==> src/rtl/down_counter_timer.sv <==
// down_counter_timer: loadable down-counter used as a timeout/delay generator.
// A start value is accepted over a valid/ready handshake. While running, the
// count decrements once every PRESCALE enabled clocks, and a one-cycle done
// pulse is raised when the count expires.
//
// Build option: define DOWN_COUNTER_TIMER_AUTO_RELOAD_EN for periodic mode.
// In that mode the last loaded value is reloaded at every expiry and the block
// stays in RUN. Without the macro the block is one-shot and returns to IDLE.
//
// Ports:
//   clk        - clock; all state updates on posedge
//   reset      - synchronous, active-high reset
//   load_valid - producer offers a start value
//   load_ready - block can accept a value (combinational: IDLE and no abort)
//   load_value - start value, sampled on handshake
//   enable     - count enable; low freezes count and prescaler
//   abort      - cancel a running count (no done pulse)
//   count      - current remaining count (registered)
//   busy       - high while in RUN (registered)
//   done       - one-cycle expiry pulse (registered)
module down_counter_timer #(
  parameter int unsigned WIDTH    = 8,
  parameter int unsigned PRESCALE = 1
) (
  input  logic             clk,
  input  logic             reset,
  input  logic             load_valid,
  output logic             load_ready,
  input  logic [WIDTH-1:0] load_value,
  input  logic             enable,
  input  logic             abort,
  output logic [WIDTH-1:0] count,
  output logic             busy,
  output logic             done
);

  localparam int unsigned PW = (PRESCALE > 1) ? $clog2(PRESCALE) : 1;

  typedef enum logic {
    IDLE = 1'b0,
    RUN  = 1'b1
  } state_e;

  state_e           state_q, state_d;
  logic [WIDTH-1:0] count_q, count_d;
  logic [PW-1:0]    pre_q,   pre_d;
  logic             busy_q,  busy_d;
  logic             done_q,  done_d;
  logic             handshake;
  logic             tick;

`ifdef DOWN_COUNTER_TIMER_AUTO_RELOAD_EN
  logic [WIDTH-1:0] reload_q, reload_d;
`endif

  // Abort blocks acceptance even in IDLE.
  assign load_ready = (state_q == IDLE) & ~abort;
  assign handshake  = load_valid & load_ready;
  // Prescaler wraps on this enabled clock: time for one decrement.
  assign tick       = enable & (pre_q == PW'(PRESCALE - 1));

  // Next-state and next-output logic.
  always_comb begin
    state_d = state_q;
    count_d = count_q;
    pre_d   = pre_q;
    done_d  = 1'b0;
`ifdef DOWN_COUNTER_TIMER_AUTO_RELOAD_EN
    reload_d = reload_q;
`endif

    unique case (state_q)
      IDLE: begin
        if (handshake) begin
`ifdef DOWN_COUNTER_TIMER_AUTO_RELOAD_EN
          reload_d = load_value;
`endif
          if (load_value != '0) begin
            count_d = load_value;
            pre_d   = '0;
            state_d = RUN;
          end else begin
            // Zero load expires immediately without entering RUN.
            done_d = 1'b1;
          end
        end
      end

      RUN: begin
        if (abort) begin
          // Abort wins over a coincident expiry: no done pulse.
          count_d = '0;
          pre_d   = '0;
          state_d = IDLE;
        end else if (enable) begin
          if (tick) begin
            pre_d = '0;
            if (count_q == WIDTH'(1)) begin
              done_d = 1'b1;
`ifdef DOWN_COUNTER_TIMER_AUTO_RELOAD_EN
              count_d = reload_q;
`else
              count_d = '0;
              state_d = IDLE;
`endif
            end else begin
              count_d = count_q - WIDTH'(1);
            end
          end else begin
            pre_d = pre_q + PW'(1);
          end
        end
      end

      default: begin
        state_d = IDLE;
      end
    endcase

    busy_d = (state_d == RUN);
  end

  // State and output registers; reset has top priority.
  always_ff @(posedge clk) begin
    if (reset) begin
      state_q <= IDLE;
      count_q <= '0;
      pre_q   <= '0;
      busy_q  <= 1'b0;
      done_q  <= 1'b0;
`ifdef DOWN_COUNTER_TIMER_AUTO_RELOAD_EN
      reload_q <= '0;
`endif
    end else begin
      state_q <= state_d;
      count_q <= count_d;
      pre_q   <= pre_d;
      busy_q  <= busy_d;
      done_q  <= done_d;
`ifdef DOWN_COUNTER_TIMER_AUTO_RELOAD_EN
      reload_q <= reload_d;
`endif
    end
  end

  assign count = count_q;
  assign busy  = busy_q;
  assign done  = done_q;

endmodule

==> config.mk <==
export PLATFORM = sky130hd
export DESIGN_NAME = down_counter_timer
export DESIGN_NICKNAME = d
export VERILOG_FILES = /design/src/rtl/down_counter_timer.sv
export SDC_FILE = /design/constraint.sdc
export NUM_CORES = 1
export LEC_CHECK = 0
export ABC_AREA = 1
export CORE_AREA = 10 10 85 50
export CTS_CLUSTER_DIAMETER = 80
export CTS_CLUSTER_SIZE = 10
export DETAILED_ROUTE_END_ITERATION = 7
export DIE_AREA = 0 0 95 60
export SYNTH_ARGS = -nofsm -noshare
export SYNTH_HDL_FRONTEND = slang
export SYNTH_SLANG_ARGS = --single-unit
==> constraint.sdc <==
create_clock -name clk -period 1.4 [get_ports clk]
set_clock_uncertainty 0.1 [all_clocks]
set_input_delay 0.14 -clock clk [delete_from_list [all_inputs] [get_ports clk]]
set_output_delay 0.14 -clock clk [all_outputs]
set_load 0.05 [all_outputs]
==> results of run 1 <==
## synth_stat cells
| cell type | number | area share, % |
|---|---|---|
| nand3_4 | 1 | 2.1 |
| a21oi_1 | 1 | 0.61 |
| nand2_4 | 1 | 1.4 |
| buf_6 | 2 | 2.7 |
| inv_1 | 12 | 5.5 |
| nor2_2 | 6 | 4.6 |
| nand2_2 | 5 | 3.8 |
| nand2_1 | 49 | 22 |
| clkinv_1 | 1 | 0.46 |
| nand3_1 | 6 | 3.7 |
| ha_1 | 2 | 3.1 |
| inv_2 | 3 | 1.4 |
| dfxtp_1 | 11 | 27 |
| nor2_1 | 26 | 12 |
| xor2_1 | 1 | 1.1 |
| nand4_1 | 4 | 3.1 |
| o211ai_1 | 1 | 0.92 |
| o21ai_0 | 5 | 3.1 |
| nor2_4 | 1 | 1.4 |
## power breakdown
group	switching [mW]	internal (mW)	leakage (nW)
Clock	0.140	0.201	0.0228
Sequential	0.0383	0.346	0.0948
Combinational	0.382	0.314	0.602
Total	0.561	0.862	0.719
## sequential cells by signal, summed over array words and instances, names as in the netlist
signal,count
pre_q,1
done,1
busy,1
count,8
## worst max-delay path: cells and delay by family, from the launching register on
family / cells / cell delay [ns]
flip-flops: 1 / 0.35
AND/OR/NAND/NOR: 7 / 0.61
adder cells (fa/ha/maj): 1 / 0.13
buffers and inverters: 1 / 0.07
## layout make-up
| type | count | area [um^2] |
|---|---|---|
| fill | 285 | 1330 |
| multi-input combinational | 110 | 637 |
| clock buffer | 4 | 45.0 |
| timing repair buffer | 39 | 470 |
| inverter | 16 | 62.6 |
| sequential | 11 | 241 |
| tap | 40 | 50.0 |
## cells by family after synthesis
logic type / count (synthesis) / share of synthesized area (%)
XOR/XNOR: 1 / 1.07
buffers and inverters: 18 / 10.1
flip-flops: 11 / 26.9
AO/OA/AOI/OAI: 7 / 4.58
AND/OR/NAND/NOR: 99 / 54.4
adder cells (fa/ha/maj): 2 / 3.05
## timing repair
item                       in CTS  in global routing
cloned                          0                  1
pin swaps                       3                 19
hold buffers                    0                  0
setup buffers                   0                  0
resized for setup               4                 30
setup endpoints to repair       8                  9
## metrics by stage
stage                     setup slack (ns)  total power [mW]  hold WS [ns]
after detailed placement            -0.178              1.01         0.348
final                               0.0407              1.42         0.176
after global routing               -0.0367              1.50         0.217
after floorplan                     -0.110             0.735         0.109
after CTS                           0.0125              1.36         0.356
after global placement              -0.168              1.00         0.350
## final timing paths
path / slack, ns / depth (start not counted) / endpoint / start
max: 0.04 / 9 / count[2] / count[1]
min: 0.18 / 5 / count[4] / load_value[4]
max reg2reg: 0.04 / 9 / count[2] / count[1]
min reg2reg: 0.35 / 2 / pre_q / pre_q
## routing by layer
layer / share of wire (%) / up-vias / GRT usage, %
met5: 0 / - / 0
met4: 0.46 / 0 / 1.27
met3: 8.1 / 3 / 4.50
met2: 46 / 26 / 14.4
met1: 45 / 442 / 10.8
li1: - / 513 / -
==> out/qor.log, run 1 <==
[routing] drc violations 0
[cts] CTS tree yes
[cts] clock sink count 11
[cells_and_area] end-of-flow core utilization 53.1%
[run] MaxCap Viol Count 0
[cells_and_area] ratio of cells with drive above 1 in the final layout 41.1%
[critical_path] worst path cell trace inv_4 > ha_4 > nand3_2 > nor2_4 > nor2_4 > nand2_1 > nand2_2 > nor2_4 > nor2_2
[timing] transition time at the pin with the least slew margin 0.299 ns
[timing] Finish-stage setup viols 0
[yosys] Synth Instances 138
[yosys] Post-Synthesis Net Count 153
[cts] clock transition at the register clock pins on the worst setup and hold paths after CTS 0.06 ns
[timing] setup repair after global routing missed its margin true
[global_routing] number of global-route vias before repair 912
[cts] number of levels in the clock H-tree 1
[timing] Total Neg Setup Slack 0 ns
[yosys] count of distinct cell types in the synthesized netlist 19
[power] static leakage power 0.719 nW
[timing] Rel. slew slack 79.9%
[die] DIE WIDTH 95 um
[placed_design] routability congestion estimate from global placement 0.819
[cts] clock buffers created by TritonCTS 3
[min_path] worst hold-check path type in2reg
[routing] total wire length 2.62 mm
[power] Cell Pwr Density 944 nW/um^2
[global_routing] first-pass GRT wire length 4.10 mm
[global_routing] number of antenna violations at the first check in global routing 0
[critical_path] category of the most critical setup path reg2reg
[critical_path] crit-path most repeated cell nor2_4
[yosys] part of the Yosys area used for sequential elements 26.9%
[die] initial cell density of the core 28.9%
[placed_design] placed instance count 215
[outcome] status complete, no violations
[cts] clk_lat worst skew 0.24 ns
[cells_and_area] filler-free cell count of the finished design 220
[die] Core ar. 2840 um^2
[cts] Max Buffers Root-to-Sink 2
[cells_and_area] antenna diode instance count 0
[routing] post-DR vias/cell 4.47
[placed_design] quantity of I/O buffers inserted on ports 23
[critical_path] peak per-stage delay on the critical path 0.35 ns
[cells_and_area] most common cell after layout, fill and taps aside nand2_1
[timing] portion of the clock cycle consumed by the worst path in the final layout 97.1%
[cells_and_area] most frequent cells in the layout 45 x nand2_1, 19 x nor2_1, 16 x buf_4
[timing] fmax 736 MHz
[yosys] #FFs+latches synth 11
[die] I/O Pins 24
[routing] count of routing violations after the opening detailed-route iteration 49
[cells_and_area] Syn-to-layout area delta 83.8%
[routing] first-pass detailed-route iteration total 4
[critical_path] data arrival time at the worst-slack endpoint 1.40 ns
[die] die height 60 um
[yosys] cell area after technology mapping 820 um^2
[critical_path] kind of launch point of the worst setup path register
[die] die footprint 5700 um^2
[routing] routed wire length per instance 11.9 um
[placed_design] estimated wirelength of the detail-placed design 2.04 mm
[placed_design] placed cell areas 1340 um^2
[critical_path] maximum fanout along the worst path 6
[global_routing] Global Route Usage Sum 8.98%
[die] row count 14
[cells_and_area] net count of the finished layout 196
[global_routing] pin count of the biggest net entering global routing 15
[timing] total count of hold-check failures in the final report 0
[yosys] average instance area after synthesis 5.94 um^2
[routing] number of antenna-violating nets in the routed design 0
[yosys] count of warnings emitted by yosys 0
[timing] clock period minus final worst setup slack 1.36 ns
[power] maximum vdd drop 424 uV
[routing] total via count in the routed design 984
[critical_path] required arrival time at the worst endpoint 1.44 ns
[timing] count of pins over their slew limit 0
[critical_path] kind of capture point of the worst setup path register
[cts] CTS root buffer clkbuf_8
[global_routing] total congestion overflow 0
[critical_path] cell with the biggest individual delay on the critical path dfxtp_4
[cells_and_area] Final Instance Area 1510 um^2
No activity file was read; power rests on OpenSTA's default activity.
==> run 2: changes to the inputs <==
--- a/config.mk
+++ b/config.mk
@@ -6,11 +6,11 @@
 export NUM_CORES = 1
 export LEC_CHECK = 0
 export ABC_AREA = 1
-export CORE_AREA = 10 10 85 50
+export CORE_AREA = 2 2 77 42
 export CTS_CLUSTER_DIAMETER = 80
 export CTS_CLUSTER_SIZE = 10
 export DETAILED_ROUTE_END_ITERATION = 7
-export DIE_AREA = 0 0 95 60
+export DIE_AREA = 0 0 79 44
 export SYNTH_ARGS = -nofsm -noshare
 export SYNTH_HDL_FRONTEND = slang
 export SYNTH_SLANG_ARGS = --single-unit
==> run 2 against run 1 <==
Net effect: design area down 2.0%; utilization down 1.1 points; clock power down 6.1%; clock-buffer cell count unchanged; non-clock buffer count down 1; via count down 2.7%; first-iteration DRC count up 110%; critical path type unchanged; largest cell class unchanged.
==> out/qor.log, run 2 (synthesis results as in run 1) <==
[outcome] status complete, no violations
[cells_and_area] ratio of cells with drive above 1 in the final layout 40.8%
[critical_path] endpoint of the most critical register-to-register path count[2]
[power] internal power 0.857 mW
[placed_design] quantity of I/O buffers inserted on ports 23
[die] row count 14
[routing] drc violations 0
[power] Clk network pwr share 23.0%
[routing] count of routing violations after the opening detailed-route iteration 101
[cells_and_area] antenna diode instance count 0
[cts] clock buffers created by TritonCTS 3
[cells_and_area] most common cell after layout, fill and taps aside nand2_1
[power] overall power 1.40 mW
[global_routing] total congestion overflow 0
[die] I/O Pins 24
[global_routing] number of antenna violations at the first check in global routing 0
[power] Sw Ratio 38.8%
[timing] Rel. slew slack 78.5%
[power] switching power of the nets 0.544 mW
[cts] postcts setup bufs 0
[cts] CTS root buffer clkbuf_8
[placed_design] estimated wirelength of the detail-placed design 1.89 mm
[timing] count of pins over their slew limit 0
[global_routing] pin count of the biggest net entering global routing 15
[die] die height 44 um
[cells_and_area] Syn-to-layout area delta 80.2%
[placed_design] routability congestion estimate from global placement 0.811
[timing] clock period minus final worst setup slack 1.37 ns
[power] relative contribution of sequential cells to total power 27.5%
[routing] total via count in the routed design 957
[critical_path] required arrival time at the worst endpoint 1.44 ns
[global_routing] first-pass GRT wire length 3.95 mm
[global_routing] Global Route Usage Sum 14.9%
[cells_and_area] number of flip-flops in the largest register 8
[critical_path] R2R setup slack 0.03 ns
[cts] clock sink count 11
[timing] setup repair after global routing missed its margin true
[timing] fmax 731 MHz
[min_path] hold-critical path endpoint pre_q
[critical_path] worst path cell trace inv_4 > ha_4 > nand3_4 > nor2_4 > nor2_4 > nand2_1 > nand2_2 > nor2_4 > nor2_2
[min_path] startpoint of the tightest hold check path pre_q
[min_path] cell count of the worst hold path 2
[routing] first-pass detailed-route iteration total 4
[power] Cell Pwr Density 949 nW/um^2
[critical_path] critical path startpoint count[1]
[cells_and_area] most frequent cells in the layout 46 x nand2_1, 18 x nor2_1, 15 x buf_4
[critical_path] r2r startpoint count[1]
[die] initial cell density of the core 28.9%
[cts] number of levels in the clock H-tree 1
[routing] routed wire length per instance 11.2 um
[timing] Total Neg Setup Slack 0 ns
[min_path] worst hold-check path type reg2reg
[timing] portion of the clock cycle consumed by the worst path in the final layout 97.7%
[cts] Post-CTS Hold Fix Bufs 0
[power] static leakage power 0.673 nW
[critical_path] peak per-stage delay on the critical path 0.35 ns
[cts] clock transition at the register clock pins on the worst setup and hold paths after CTS 0.05 ns
[routing] post-DR vias/cell 4.37
[cts] CTS tree yes
[timing] Finish-stage setup viols 0
[critical_path] maximum fanout along the worst path 6
[critical_path] kind of capture point of the worst setup path register
[die] DIE WIDTH 79 um
[cts] Max Buffers Root-to-Sink 2
[global_routing] number of global-route vias before repair 934
[cells_and_area] net count of the finished layout 195
[run] MaxCap Viol Count 0
[routing] total wire length 2.45 mm
[power] combinational fraction of design power 49.6%
[critical_path] cell with the biggest individual delay on the critical path dfxtp_4
[critical_path] crit-path most repeated cell nor2_4
[critical_path] kind of launch point of the worst setup path register
[timing] total count of hold-check failures in the final report 0
[power] maximum vdd drop 560 uV
[critical_path] data arrival time at the worst-slack endpoint 1.40 ns
[routing] number of antenna-violating nets in the routed design 0
[timing] transition time at the pin with the least slew margin 0.321 ns
[critical_path] R2R depth 9
[die] Core ar. 2840 um^2
[critical_path] category of the most critical setup path reg2reg
[die] die footprint 3480 um^2
[cts] clk_lat worst skew 0.24 ns
## run 2: final cells by class
class	count	area [um^2]
clock buffer	4	45.0
fill	286	1360
inverter	16	62.6
multi-input combinational	110	624
sequential	11	241
tap	40	50.0
timing repair buffer	38	453
## run 2: worst max path at each step
stage / endpoint / cells after the start
CTS: count[2] / 9
global placement: count[1] / 9
floorplan: count[3] / 8
global route: count[5] / 9
detailed placement: count[6] / 9
finish: count[2] / 9
## run 2: metal layers
| metal | GRT usage, % | wire, um | vias up |
|---|---|---|---|
| met3 | 5.63 | 124 | 0 |
| met1 | 20.5 | 1200 | 427 |
| met4 | 1.72 | 0 | 0 |
| met5 | 0 | 0 | - |
| li1 | - | - | 508 |
| met2 | 23.2 | 1130 | 22 |
## run 2: critical path, delay by kind of cell, from the launching register on
kind / cells / cell delay (ns)
simple gates: 7 / 0.60
fa+ha+maj: 1 / 0.14
flops: 1 / 0.35
buf+inv: 1 / 0.08
## run 2: metrics by stage
step | setup WS, ns | cell area, um^2 | util (%) | hold slack [ns] | std cells
after floorplan | -0.110 | 851 | - | 0.109 | 138
after global placement | -0.176 | 1330 | 46.9 | 0.347 | 214
after detailed placement | -0.202 | 1330 | 46.9 | 0.354 | 214
after CTS | 0.00290 | 1390 | 49.0 | 0.361 | 218
after global routing | -0.0480 | 1480 | 52.0 | 0.376 | 219
final | 0.0318 | 1480 | 52.0 | 0.359 | 219
## run 2: power by group through the flow
stage / Clock, mW / Combinational (mW) / Sequential, mW
after global routing: 0.350 / 0.752 / 0.391
after detailed placement: 0 / 0.625 / 0.384
after global placement: 0 / 0.614 / 0.382
after floorplan: 0 / 0.257 / 0.478
final: 0.321 / 0.694 / 0.385
after CTS: 0.330 / 0.638 / 0.378
## run 2: what timing repair did
action                                  in CTS  in global routing
endpoints found under the setup margin       8                  9
gates resized for setup                      5                 21
gates cloned                                 0                  1
pin swaps                                    1                 12
